$ cat src/rtl/data_bus_nxm_arbiter.sv
// Round-robin arbitrated registered bus: NUM_SRC sources feed one
// WIDTH-bit word register delivered to one of NUM_DST destinations.
module data_bus_nxm_arbiter #(
   parameter int WIDTH   = 8,
   parameter int NUM_SRC = 4,
   parameter int NUM_DST = 2,
   parameter int DST_W   = 1
) (
   input  logic                       clk,
   input  logic                       reset,
   input  logic [NUM_SRC-1:0]         src_valid,
   input  logic [NUM_SRC*WIDTH-1:0]   src_data,
   input  logic [NUM_SRC*DST_W-1:0]   src_dst,
   output logic [NUM_SRC-1:0]         src_ready,
   output logic [NUM_DST-1:0]         dst_valid,
   output logic [WIDTH-1:0]           dst_data,
   input  logic [NUM_DST-1:0]         dst_ready,
   output logic [7:0]                 grant_id,
   output logic                       dst_err
);

   localparam int SRC_W = (NUM_SRC > 1) ? $clog2(NUM_SRC) : 1;

   typedef enum logic {
      IDLE = 1'b0,
      HOLD = 1'b1
   } state_t;

   state_t             r_state;
   state_t             w_state_nx;
   logic [WIDTH-1:0]   r_data;
   logic [WIDTH-1:0]   w_data_nx;
   logic [DST_W-1:0]   r_dst;
   logic [DST_W-1:0]   w_dst_nx;
   logic [SRC_W-1:0]   r_gid;
   logic [SRC_W-1:0]   w_gid_nx;
   logic [SRC_W-1:0]   r_last;
   logic [SRC_W-1:0]   w_last_nx;
   logic               r_err;
   logic               w_err_nx;

   logic               w_cur_rdy;
   logic               w_can;
   logic               w_found;
   logic               w_acc;
   logic               w_in_rng;
   logic [SRC_W-1:0]   w_gnt;
   logic [SRC_W-1:0]   w_idx;
   logic [DST_W-1:0]   w_sel_dst;
   logic [WIDTH-1:0]   w_sel_data;

   // ready of the destination that owns the held word; others ignored
   always_comb begin
      w_cur_rdy = 1'b0;
      for (int d = 0; d < NUM_DST; d++) begin
         if (int'(r_dst) == d) w_cur_rdy = dst_ready[d];
      end
   end

   assign w_can = (r_state == IDLE) | ((r_state == HOLD) & w_cur_rdy);

   // scan sources starting just after the last winner
   always_comb begin
      w_found = 1'b0;
      w_gnt   = '0;
      w_idx   = '0;
      for (int k = 1; k <= NUM_SRC; k++) begin
         w_idx = SRC_W'((int'(r_last) + k) % NUM_SRC);
         if (!w_found && src_valid[w_idx]) begin
            w_found = 1'b1;
            w_gnt   = w_idx;
         end
      end
   end

   assign w_acc = w_can & w_found;

   // mux out the winner's word and destination index
   always_comb begin
      w_sel_dst  = '0;
      w_sel_data = '0;
      for (int s = 0; s < NUM_SRC; s++) begin
         if (w_gnt == SRC_W'(s)) begin
            w_sel_dst  = src_dst[s*DST_W +: DST_W];
            w_sel_data = src_data[s*WIDTH +: WIDTH];
         end
      end
   end

   assign w_in_rng = int'(w_sel_dst) < NUM_DST;

   // grant is one-hot to the winner, only when the bus can take a word
   always_comb begin
      src_ready = '0;
      if (w_acc) src_ready[w_gnt] = 1'b1;
   end

   // held word is presented to exactly one destination
   always_comb begin
      dst_valid = '0;
      for (int d = 0; d < NUM_DST; d++) begin
         dst_valid[d] = (r_state == HOLD) && (int'(r_dst) == d);
      end
   end

   assign dst_data = r_data;
   assign grant_id = 8'(r_gid);
   assign dst_err  = r_err;

   // next-state: complete, reload, or drop out-of-range words
   always_comb begin
      w_state_nx = r_state;
      w_data_nx  = r_data;
      w_dst_nx   = r_dst;
      w_gid_nx   = r_gid;
      w_last_nx  = r_last;
      w_err_nx   = 1'b0;
      if ((r_state == HOLD) && w_cur_rdy) w_state_nx = IDLE;
      if (w_acc) begin
         w_last_nx = w_gnt;
         if (w_in_rng) begin
            w_data_nx  = w_sel_data;
            w_dst_nx   = w_sel_dst;
            w_gid_nx   = w_gnt;
            w_state_nx = HOLD;
         end else begin
            w_err_nx = 1'b1;
         end
      end
   end

   // state and bus registers; pointer resets so source 0 wins first
   always_ff @(posedge clk) begin
      if (reset) begin
         r_state <= IDLE;
         r_data  <= '0;
         r_dst   <= '0;
         r_gid   <= '0;
         r_last  <= SRC_W'(NUM_SRC - 1);
         r_err   <= 1'b0;
      end else begin
         r_state <= w_state_nx;
         r_data  <= w_data_nx;
         r_dst   <= w_dst_nx;
         r_gid   <= w_gid_nx;
         r_last  <= w_last_nx;
         r_err   <= w_err_nx;
      end
   end

endmodule

$ cat config.mk
export PLATFORM = sky130hd
export DESIGN_NAME = data_bus_nxm_arbiter
export DESIGN_NICKNAME = d
export VERILOG_FILES = /design/src/rtl/data_bus_nxm_arbiter.sv
export SDC_FILE = /design/constraint.sdc
export NUM_CORES = 1
export LEC_CHECK = 0
export BUFFER_PORTS_ARGS = -buffer_cell sky130_fd_sc_hd__buf_2
export CORE_UTILIZATION = 30
export DETAILED_ROUTE_END_ITERATION = 12
export HOLD_SLACK_MARGIN = 0.03
export PLACE_DENSITY = 0.7
export SETUP_SLACK_MARGIN = 0.02
export SYNTH_ARGS = -nofsm -noshare
export SYNTH_HDL_FRONTEND = slang
export SYNTH_SLANG_ARGS = --single-unit
$ cat constraint.sdc
create_clock -name clk -period 1.97 [get_ports clk]
set_clock_uncertainty 0.15 [all_clocks]
set_input_delay 0 -clock clk [delete_from_list [all_inputs] [get_ports clk]]
set_output_delay 0 -clock clk [all_outputs]
set_load 0.05 [all_outputs]
==> summary.log <==
qor: timing.fin_crit_sh 100.4%
qor: floorplan.floorplan.die_area 0.003537 mm²
qor: timing.timing.setup.tns -0.007041 ns
qor: placed_design.post-dp-hpwl 1865 µm
qor: clocking.clock_insertion_delay_worst_skew 0.29 ns
qor: grt.grt_pass1_vias 1,247
qor: power.switching_share 42.21%
qor: power.total_switching_power 542.0 µW
qor: detailed_routing.drt_first_iter_violations 56
qor: min_path.worst_hold_path.num_cells 4
qor: synthesis.synthesis.instances 103
qor: synthesis.unique_cell_type_count_in_the_yosys_netlist 33
qor: detailed_routing.drc 0
qor: detailed_routing.drtAntennaViolNets 0
qor: timing.setup_ws -0.007041 ns
qor: outcome.run_status finished, violations left
qor: grt.antenna_found_initial 0
qor: synthesis.post_synth_instance_area 991.0 µm²
qor: setup_path.cp_slowest_stage_delay 0.40 ns
qor: detailed_routing.drt-vias-per-instance 4.847
qor: clocking.clock_pin_slew_on_the_worst_setup_and_hold_paths 0.09 ns
qor: setup_path.ff2ff_path_depth 5
qor: power.internal-power 742.0 µW
qor: setup_path.rr_startpoint r_last[1]
qor: clocking.clk_root_buffer_cell clkbuf_4
qor: placed_design.postPlaceCellArea 0.001334 mm²
qor: timing.hold_violations 0
qor: detailed_routing.drt-wirelength-per-cell 15.92 µm
qor: timing.rsz0062_at_grt true
qor: timing.fmaxAchievable 0.5058 GHz
qor: power.post-layout-total-power 1.284 mW
qor: setup_path.worstPathRequired 1.99 ns
qor: cells_and_area.net_count_final 249
qor: synthesis.seq_area_frac_synth 28.28%
qor: cells_and_area.fin_util 59.68%
qor: cells_and_area.num_antenna_cells 0
qor: clocking.clock_tree_from_tritoncts yes
qor: setup_path.worst_path_max_delay_cell a311o_1
qor: setup_path.path_class flip-flop to flip-flop
qor: synthesis.postSynth.topFlopCell dfxtp_1
qor: floorplan.floorplan.io_pins 67
qor: floorplan.num_rows 20
qor: detailed_routing.detailedRoute.firstPassIterationCount 5
qor: floorplan.area_of_the_placeable_core 0.003103 mm²
qor: power.irDropWorstVdd 0.0003885 V
qor: timing.slew_viol_final 0
qor: outcome.failing_checks setup timing
qor: synthesis.synth_area_per_cell 9.621 µm²
qor: synthesis.synth_enable_flop_cells 0
qor: setup_path.setup.reg_to_reg.worst_slack -0.007 ns
qor: job.total_of_max_cap_violations 0
qor: placed_design.port_buffers 59
qor: min_path.worstHoldStart src_valid[0]
qor: min_path.min_path_type input port to flip-flop
qor: power.leakage_power_summed_over_all_cells 0.8816 nW
qor: setup_path.critical_path.startpoint_type flip-flop
qor: detailed_routing.route.vias.total 1,202
qor: setup_path.worst_setup_path_end_kind flip-flop
qor: placed_design.place_congestion 0.6801
qor: grt.global_route.usage.total 23.29%
qor: clocking.cts.htree.levels 1
qor: cells_and_area.share_of_layout_cells_above_drive_strength_1 44.61%
qor: grt.grt_start_max_net_pins 20
qor: floorplan.chipHeight 59.48 µm
qor: timing.report.final.setup_viol 1
qor: min_path.hold_end r_gid[0]
qor: floorplan.floorplan.die.width 59.48 µm
qor: floorplan.starting_density_of_the_core 31.94%
qor: power.comb_power_share 55.3%
qor: setup_path.timing.critical_path.cells nand2_1, a311o_1, buf_12, mux2_4, a221o_1
qor: setup_path.arrival 1.99 ns
qor: clocking.clkSinkCount 14
qor: synthesis.postSynthRegisterBits 14
qor: setup_path.cp_max_fo 19
qor: synthesis.synth_async_sr_flop_share 0%
qor: power.cellPowerDensity 693.4 mW/mm²
qor: grt.first_pass_grt_wire_length 5996 µm
qor: clocking.clk_path_buf_depth 2
qor: power.seq_power_share 27.9%
qor: cells_and_area.finalInstanceArea 0.001852 mm²
qor: detailed_routing.drt-total-wl 3947 µm
qor: synthesis.yosys_warnings 0
qor: cells_and_area.area_growth_synth_to_finish 86.87%
qor: setup_path.worst_flop_to_flop_path_endpoint dst_data[1]
qor: clocking.numCtsBuffers 3
qor: timing.timing.final.crit_period 1.977 ns
qor: power.clock_power_share 16.7%
qor: grt.global_route.overflow_total 0
layout make-up:
cell class | instances | area [µm²]
fillers | 234 | 1251
repair buffers | 104 | 775.7
multi-input cells | 81 | 695.7
flip-flops and latches | 14 | 285.3
well taps | 44 | 55.05
clock buffers | 4 | 36.28
inverters | 1 | 3.754
per-stage QoR:
step,hold slack (ns),worst slack (ns),instances
6_report,0.1618,-0.007041,248
5_1_grt,0.2073,-0.04915,248
4_1_cts,0.1085,0.004141,247
3_5_place_dp,0.1896,0.002062,204
3_3_place_gp,0.1878,0.02660,204
2_1_floorplan,0.005991,0.02860,109
Yosys cell counts (all sizes together) (2+ instances only):
cell / number / area (µm²)
a21oi: 2 / 10.01
a221o: 9 / 90.09
buf: 9 / 68.81
clkbuf: 4 / 16.26
dfxtp: 14 / 280.3
mux2: 18 / 229.0
mux2i: 2 / 20.02
nand2: 9 / 33.78
nand2b: 3 / 18.77
nor2: 7 / 33.78
nor2b: 2 / 12.51
nor3: 2 / 15.01
nor3b: 10 / 80.07
worst max-delay path: cells and delay by family, from the launching register on:
kind | cells | cell delay (ns)
flops | 1 | 0.38
buf+inv | 1 | 0.18
compound gates | 2 | 0.78
mux | 1 | 0.31
simple gates | 1 | 0.05
kinds of logic after synthesis:
logic type / share of synthesized area (%)
buffers and inverters: 8.963
AOI/OAI and AO/OA: 16.42
other: 0.3784
and+or+nand+nor: 20.83
DFF: 28.28
muxes: 25.13
layer usage:
layer	GRT usage [%]	part of all wire, %
met3	5.240	8.6
met1	29.10	43
met4	9.524	3.1
met5	0	0
met2	38.36	46
state kept, by name, summed over array words and instances, names as in the netlist:
register,count
r_state,1
dst_data,8
r_last,2
r_gid,2
r_dst,1
worst max-delay path by stage:
stage / endpoint / cells after the start / slack (ns) / from
5_1_grt: src_ready[3] / 7 / -0.05 / r_last[1]
3_3_place_gp: dst_data[2] / 6 / 0.03 / r_last[1]
2_1_floorplan: dst_data[0] / 7 / 0.03 / r_last[1]
4_1_cts: src_ready[1] / 5 / 0.004 / r_dst
6_report: dst_data[1] / 5 / -0.007 / r_last[1]
3_5_place_dp: dst_data[6] / 5 / 0.002 / r_last[1]
placed cells by master, fill, tap and decap left out, types with 2 or more instances in the layout:
| cell | Yosys | layout |
|---|---|---|
| clkbuf_4 | 0 | 4 |
| buf_6 | 1 | 2 |
| nor2_1 | 6 | 5 |
| buf_4 | 7 | 4 |
| conb_1 | 1 | 7 |
| nand2_2 | 0 | 2 |
| mux2_2 | 2 | 2 |
| dlygate4sd3_1 | 0 | 39 |
| mux2_4 | 7 | 7 |
| a221o_1 | 9 | 9 |
| buf_2 | 1 | 55 |
| a21oi_1 | 2 | 2 |
| buf_8 | 0 | 2 |
| mux2_1 | 9 | 9 |
| nand2b_1 | 3 | 2 |
| mux2i_1 | 2 | 2 |
| nor3b_1 | 9 | 9 |
| nor2_4 | 1 | 2 |
| dfxtp_1 | 14 | 12 |
| nand2_1 | 9 | 7 |
repair_timing:
action	in CTS	in global routing
buffers inserted	0	1
endpoints found under the hold margin	14	0
gates resized for setup	6	18
endpoints found under the setup margin	9	13
pin swaps	1	1
hold buffers	39	0
power groups by stage:
stage	Combinational (mW)	Sequential (mW)	Clock (mW)
3_5_place_dp	0.572	0.356	0
4_1_cts	0.641	0.351	0.205
5_1_grt	0.744	0.363	0.229
6_report	0.711	0.359	0.215
3_3_place_gp	0.567	0.356	0
2_1_floorplan	0.328	0.462	0
Power figures use the tool's default switching activity.
